--- src/rtl/tone_sequencer.sv ---
// Plays a programmable table of notes by driving a square-wave generator's enable and prescaler.
// Each note is followed by a one-unit silent gap. A prescaler of 16'hFFFF marks a rest.
module tone_sequencer #(
  parameter int unsigned DEPTH    = 8,
  parameter int unsigned TICK_DIV = 100000
) (
  input  logic                     clk,
  input  logic                     rst_n,
  input  logic                     wr_en,
  input  logic [$clog2(DEPTH)-1:0] wr_addr,
  input  logic [15:0]              wr_prescaler,
  input  logic [11:0]              wr_dur,
  input  logic [$clog2(DEPTH)-1:0] seq_last,
  input  logic                     loop,
  input  logic                     start,
  input  logic                     stop,
  output logic                     busy,
  output logic                     done,
  output logic [$clog2(DEPTH)-1:0] note_idx,
  output logic                     wave_ena,
  output logic [15:0]              wave_prescaler
);

  localparam int unsigned AW   = $clog2(DEPTH);
  localparam int unsigned CW   = 12 + $clog2(TICK_DIV);
  localparam logic [15:0] REST = 16'hFFFF;

  typedef enum logic [1:0] {IDLE, LOAD, PLAY, GAP} state_e;

  state_e        state_q, state_d;
  logic [CW-1:0] cnt_q, cnt_d;
  logic [AW-1:0] idx_q, idx_d;
  logic [AW-1:0] last_q, last_d;
  logic          loop_q, loop_d;
  logic          busy_q, busy_d;
  logic          done_q, done_d;
  logic          ena_q, ena_d;
  logic [15:0]   presc_q, presc_d;

  logic [15:0]   presc_mem [DEPTH];
  logic [11:0]   dur_mem   [DEPTH];
  logic [11:0]   dur_eff;
  logic [CW-1:0] play_len;

  // Note table has no reset; it can only be rewritten while idle.
  always_ff @(posedge clk) begin
    if (wr_en && (state_q == IDLE)) begin
      presc_mem[wr_addr] <= wr_prescaler;
      dur_mem[wr_addr]   <= wr_dur;
    end
  end

  always_comb begin
    dur_eff  = (dur_mem[idx_q] == 12'd0) ? 12'd1 : dur_mem[idx_q];
    play_len = CW'(dur_eff) * CW'(TICK_DIV) - CW'(1);
  end

  always_comb begin
    state_d = state_q;
    cnt_d   = cnt_q;
    idx_d   = idx_q;
    last_d  = last_q;
    loop_d  = loop_q;
    done_d  = 1'b0;
    ena_d   = 1'b0;
    presc_d = presc_q;

    case (state_q)
      IDLE: begin
        if (start && !stop) begin
          last_d  = seq_last;
          loop_d  = loop;
          idx_d   = '0;
          state_d = LOAD;
        end
      end
      LOAD: begin
        presc_d = presc_mem[idx_q];
        cnt_d   = play_len;
        ena_d   = (presc_mem[idx_q] != REST);
        state_d = PLAY;
      end
      PLAY: begin
        if (cnt_q == '0) begin
          cnt_d   = CW'(TICK_DIV - 1);
          state_d = GAP;
        end else begin
          cnt_d = cnt_q - CW'(1);
          ena_d = (presc_q != REST);
        end
      end
      GAP: begin
        if (cnt_q == '0) begin
          if (idx_q < last_q) begin
            idx_d   = idx_q + AW'(1);
            state_d = LOAD;
          end else if (loop_q) begin
            idx_d   = '0;
            state_d = LOAD;
          end else begin
            done_d  = 1'b1;
            state_d = IDLE;
          end
        end else begin
          cnt_d = cnt_q - CW'(1);
        end
      end
      default: state_d = IDLE;
    endcase

    // Abort wins over everything and silences the output without a done pulse.
    if (stop && (state_q != IDLE)) begin
      state_d = IDLE;
      cnt_d   = '0;
      idx_d   = idx_q;
      presc_d = presc_q;
      ena_d   = 1'b0;
      done_d  = 1'b0;
    end

    busy_d = (state_d != IDLE);
  end

  always_ff @(posedge clk or negedge rst_n) begin
    if (!rst_n) begin
      state_q <= IDLE;
      cnt_q   <= '0;
      idx_q   <= '0;
      last_q  <= '0;
      loop_q  <= 1'b0;
      busy_q  <= 1'b0;
      done_q  <= 1'b0;
      ena_q   <= 1'b0;
      presc_q <= '0;
    end else begin
      state_q <= state_d;
      cnt_q   <= cnt_d;
      idx_q   <= idx_d;
      last_q  <= last_d;
      loop_q  <= loop_d;
      busy_q  <= busy_d;
      done_q  <= done_d;
      ena_q   <= ena_d;
      presc_q <= presc_d;
    end
  end

  assign busy           = busy_q;
  assign done           = done_q;
  assign note_idx       = idx_q;
  assign wave_ena       = ena_q;
  assign wave_prescaler = presc_q;

endmodule
--- config.mk ---
export PLATFORM = sky130hd
export DESIGN_NAME = tone_sequencer
export DESIGN_NICKNAME = d
export VERILOG_FILES = /design/src/rtl/tone_sequencer.sv
export SDC_FILE = /design/constraint.sdc
export NUM_CORES = 1
export LEC_CHECK = 0
export CAP_MARGIN = 30
export CORE_AREA = 2 2 168 170
export DETAILED_ROUTE_END_ITERATION = 16
export DIE_AREA = 0 0 170 172
export PLACE_DENSITY = 0.72
export SETUP_SLACK_MARGIN = 0.3
export SYNTH_ARGS = -nofsm -noshare
export SYNTH_HDL_FRONTEND = slang
export SYNTH_SLANG_ARGS = --single-unit
--- constraint.sdc ---
create_clock -name clk -period 11.9 [get_ports clk]
set_input_delay 3.57 -clock clk [delete_from_list [all_inputs] [get_ports clk]]
set_output_delay 3.57 -clock clk [all_outputs]
set_load 0.03 [all_outputs]
### Word-level counts from Yosys, hierarchy flattened

Memories as Yosys holds them, arrays and structs flattened.
Index checks and enable logic that the tools add are counted.

| storage, ports and cells | value |
|---|---|
| register bits | 57 |
| latch bits | 0 |
| memory bits (writable) | 224 |
| memory bits (read-only) | 0 |
| input port bits | 40 |
| output and inout bits | 22 |
| logic and storage cells | 68 |
| memories kept | 2 |

Memory list:

| name | words | bits a word | read ports | clocked after memory_dff | wr ports | RTL line | RTL |
|---|---|---|---|---|---|---|---|
| presc_mem | 8 | 16 | 1 | 0 | 1 | 40 | `logic [15:0] presc_mem [DEPTH];` |
| dur_mem | 8 | 12 | 1 | 0 | 1 | 41 | `logic [11:0] dur_mem [DEPTH];` |

| cells by class | value |
|---|---|
| $add $sub $neg | 3 |
| multiply operators | 1 |
| divide/modulo/power cells | 0 |
| magnitude comparators | 1 |
| eq/ne operators | 9 |
| shift operators | 0 |
| multiplexer cells | 27 |
| bitwise logic cells | 1 |
| reductions and logical operators | 15 |

Operators with widths:

| operator | number |
|---|---|
| two-way mux 29 bit | 3 |
| case mux 29 bit (3 select lines) | 1 |
| subtractor 29 x 1 -> 29 bit (second input constant) | 2 |
| inequality test 16 bit (second input constant) | 2 |
| zero test 29 bit | 1 |
| multiplier 12 x 12 -> 24 bit (second input constant) | 1 |
| zero test 12 bit | 1 |
| two-way mux 12 bit | 1 |
| two-way mux 3 bit | 4 |
| two-way mux 1 bit | 11 |
| two-way mux 2 bit | 4 |
| case mux 2 bit (4 select lines) | 1 |
| inequality test 3 bit (second input constant) | 2 |
| case mux 3 bit (2 select lines) | 1 |
| AND reduction 2 bit | 3 |
| nonzero test 2 bit | 3 |
| AND reduction 5 bit | 1 |
| equality test 2 bit (second input constant) | 2 |
| nonzero test 4 bit | 1 |
| adder 3 x 1 -> 3 bit (second input constant) | 1 |
| logical AND 1 bit | 3 |
| less-than comparator 3 bit | 1 |
| equality test 2 x 1 -> 1 bit (second input constant) | 1 |
| zero test 2 bit | 1 |
| 5 further kinds | 5 |

### Logic depth before layout (Yosys ltp)

An unclocked memory read counts as a cell.

| depth | value |
|---|---|
| depth in word-level cells | 7 |
| gate-level depth with buffers | 28 |
| gate-level depth less buffers | 22 |

### Least setup slack after synthesis

Ideal clock, no wire load.

| timing | value |
|---|---|
| kind | flip-flop to flip-flop |
| start | reg idx_q[0] (netlist: note_idx[0]) |
| end | reg cnt_q[28] |
| library setup time | 0.086 ns |
| arrival | 7.578 ns |
| data required time | 11.814 ns |
| setup slack | 4.236 ns |
| cell stages (with the launch flop) | 27 |
| clock period less this slack | 7.664 ns |
| cells stage by stage | dfrtp_1 > buf_4 > buf_2 > buf_1 > buf_2 > clkbuf_1 > mux4_2 > nand2_1 > nand2_1 > ha_1 > ha_1 > xor2_1 > ha_1 > fa_1 > inv_1 > fa_1 > inv_1 > ha_1 > clkbuf_1 > a21oi_1 > o21ai_0 > or3_1 > and2_1 > nor4_2 > nand4_1 > or3_1 > a32oi_1 |

| between the ends | value |
|---|---|
| word-level cells in the longest chain between the ends | 7 |

Ends and longest elaborated chain:

| item | RTL line | RTL |
|---|---|---|
| start: declaration | 32 | `logic [AW-1:0] idx_q, idx_d;` |
| start signal: assignment | 138 | `idx_q <= idx_d;` |
| memory read (8 x 12 bit) (*) | - |  |
| zero test 12 bit | 54 | `dur_eff = (dur_mem[idx_q] == 12'd0) ? 12'd1 : dur_mem[idx_q];` |
| two-way mux 12 bit (*) | 54 |  |
| multiplier 12 x 12 -> 24 bit (*) | 55 | `play_len = CW'(dur_eff) * CW'(TICK_DIV) - CW'(1);` |
| subtractor 29 x 1 -> 29 bit (*) | 55 |  |
| case mux 29 bit (3 select lines) (*) | 68 | `case (state_q)` |
| two-way mux 29 bit (*) | 112 | `if (stop && (state_q != IDLE)) begin` |
| end signal: assignment | 137 | `cnt_q <= cnt_d;` |
| end: declaration | 31 | `logic [CW-1:0] cnt_q, cnt_d;` |

Mark *: on every way between the ends. The rest lies on a longest branch, timed or not.
A chain may end at the register's enable or synchronous reset.

### Worst setup path in the final report

| timing | value |
|---|---|
| start | reg idx_q[2] (netlist: note_idx[2]) |
| end | reg cnt_q[27] |

The elaborated chain is that of the path after synthesis.

==> metrics.yaml <==
n_antenna_cell: 0
pin_count: 62
overflow: 0
die_area_mm2: 0.0292
yosysWarningCount: 0
drt_iter0_drc: 650
hold_viol_final: 0
worstSetupEndpointType: "register"
clock_skew_ns: 0.0305
drt-total-wl_um: 32200
setup_viol: 0
syn_inst: 1110
cts_max_level: 1
port_buffers: 61
coreArea_mm2: 0.0275
cts_tree: "built"
layout_min_cycle_time_ns: 7.90
min_path_type: "reg2reg"
die_h_um: 172
relSlewSlack: 0.387
crit_buf_inv: 4
clock_latency_ns: 0.57
dp_slack_ns: 3.84
nets: 1334
critPathTopFamily: "compound AO/OA/AOI/OAI gates"
clockBufferDepth: 3
gp_congestion: 0.844
status: "finished clean"
drtPass1Iterations: 8
syn-cell-area_mm2: 0.0149
placementRows: 61
ys_seq_elements: 281
cts_hold_repair.buffers: 0
ys_types: 69
cts-root-buf: "clkbuf_16"
final.setup.tns_ns: 0
num-fill-cells: 2115
setup_ws_ns: 4.00
vias: 9298
rsz0062_at_grt: "no"
cts_buffers: 28
drive_gt1_frac: 0.124
critPathKind: "reg2reg"
grt_pass1_vias: 9317
cts_sinks: 281
slowest_stage: "dfrtp_1"
cts.reportedPaths.clkPinSlew_ns: 0.06
avgSynthCellArea_um2: 13.4
final_antenna_net_count: 0
synth_edf_count: 224
viasPerCell: 6.04
grt_max_degree: 79
timing.fmax_ghz: 0.127
cts_post_setup_buffers_inserted: 0
seq_area_frac_synth: 0.548
crit_chain: "inv_1 -> mux2_2 -> or3_1 -> or4_4 -> o21ai_0 -> inv_1 -> ha_1 -> ha_1 -> inv_1 -> fa_1 -> inv_1 -> ha_1 -> fa_1 -> a211o_1 -> a41oi_1 -> xor2_1 -> o2111ai_1 -> a2111oi_2 -> o2111ai_1 -> o31ai_1 -> nand3_1 -> a32o_1"
critPathArrivalTime_ns: 8.32
synth_async_sr_flop_share: 0.203
place_hpwl_um: 21800
worst_pin_slew_ns: 0.916
dp.cells: 1486
drc_errors: 0
worstPathRequired_ns: 12.33
yosys_most_used_dff: "edfxtp_1"
layout_worst_path_cycle_share: 0.663
cts_resized: 0
antenna_found_initial: 0
initial_core_util: 0.541
crit_top_cell: "inv_1"
synth_nets: 1272
crit_fanout: 17
grt_use_total: 0.225
area_delta_synth_final_pct: 13.3
slowest_delay_ns: 0.75
die_w_um: 170
fin_cells: 1539
drv_cap: 0
grt_pass1_wl_um: 50600
routedWlPerCell_um: 20.9
worst_hold_slack_ns: 0.495
startpoint_type: "register"
report.final.slew_viol_count: 0
[cells by family after synthesis]
kind of cell,Yosys count,synth area share
adders and majority gates,122,0.116
DFF,281,0.548
buffers and inverters,106,0.0275
muxes,83,0.101
xor gates and xnor gates,42,0.0247
and+or+nand+nor,278,0.0960
AOI/OAI and AO/OA,198,0.0869
[path summary, 6_finish.rpt]
kind	to	depth (start not counted)	from	slack, ns
max	cnt_q[27]	22	note_idx[2]	4.00
min	cnt_q[23]	2	cnt_q[23]	0.50
max reg2reg	cnt_q[27]	22	note_idx[2]	4.00
min reg2reg	cnt_q[23]	2	cnt_q[23]	0.50
max in group asynchronous	note_idx[0]	2	rst_n	8.11
min in group asynchronous	cnt_q[27]	2	rst_n	3.19
[flip-flops by register name (all words and copies together), names as in the netlist]
name	flops
dur_mem	96
done	1
presc_mem	128
loop_q	1
cnt_q	29
wave_ena	1
state_q	2
wave_prescaler	16
busy	1
note_idx	3
last_q	3
[layout by cell type, fill, tap and decap left out, types with 18 or more instances in the layout]
master and instances:
edfxtp_1 224, ha_1 96, nor2_1 64, inv_1 61, a21oi_1 60, clkdlybuf4s50_1 60, nand2_1 59, dfrtp_1 55
mux4_2 53, o21ai_0 47, clkbuf_16 29, nor3_1 28, fa_1 26, xor2_1 22, mux2i_1 21, xnor2_1 20
nor4_1 18
[synthesized netlist by cell type, drive strengths merged, types with 4 or more instances]
cell,instances,area [um2]
or2,9,56.3
a211oi,6,45.0
mux4,53,1190
o211ai,5,37.5
mux2i,21,210
inv,61,229
nand2,59,221
a21oi,61,309
nor3,30,150
o21ai,49,257
a31oi,6,37.5
o311a,5,50.1
edfxtp,224,6730
xnor2,20,175
a22oi,5,37.5
a21o,13,97.6
nor2b,6,37.5
nand3,15,75.1
or3,12,75.1
buf,13,60.1
mux2,9,101
nand3b,5,37.5
and2,4,25.0
or4,9,71.3
o21a,5,37.5
ha,96,1200
clkbuf,32,120
dfrtp,57,1430
o22ai,5,31.3
nor2,70,263
nor4,21,150
nand2b,13,81.3
nand4,9,56.3
a22o,4,35.0
fa,26,521
nor3b,5,37.5
o22a,4,35.0
xor2,22,193
[through the flow]
step | cell area, um2 | utilization
2_1_floorplan | 14900 | -
3_3_place_gp | 15900 | 0.578
3_5_place_dp | 15900 | 0.579
4_1_cts | 16800 | 0.612
5_1_grt | 16900 | 0.614
6_report | 16900 | 0.614
[metal layers]
layer	track usage	wire length [um]
met5	0	0
met4	0.0583	686
met3	0.0270	1380
met2	0.393	16300
met1	0.303	13900
[worst reg2reg max path: cells and delay by family (launching register included)]
| family | cells | cell delay (ns) |
|---|---|---|
| AND/OR/NAND/NOR | 3 | 1.00 |
| AO/OA/AOI/OAI | 8 | 2.70 |
| flip-flops | 1 | 0.75 |
| multiplexers | 1 | 0.44 |
| XOR/XNOR | 1 | 0.30 |
| adder cells (fa/ha/maj) | 5 | 1.90 |
| buffers and inverters | 4 | 0.66 |
[cell type report]
class / count / area [um2] / area share
clock buffers: 34 / 733 / 0.0435
flip-flops and latches: 281 / 8160 / 0.484
multi-input cells: 723 / 6350 / 0.377
clock inverters: 17 / 178 / 0.0105
repair buffers: 77 / 776 / 0.0460
inverters: 61 / 229 / 0.0136
well taps: 346 / 433 / 0.0257
Power is not shown: default switching activity piles up to over one toggle a cycle in this logic, so the estimate is an artifact.
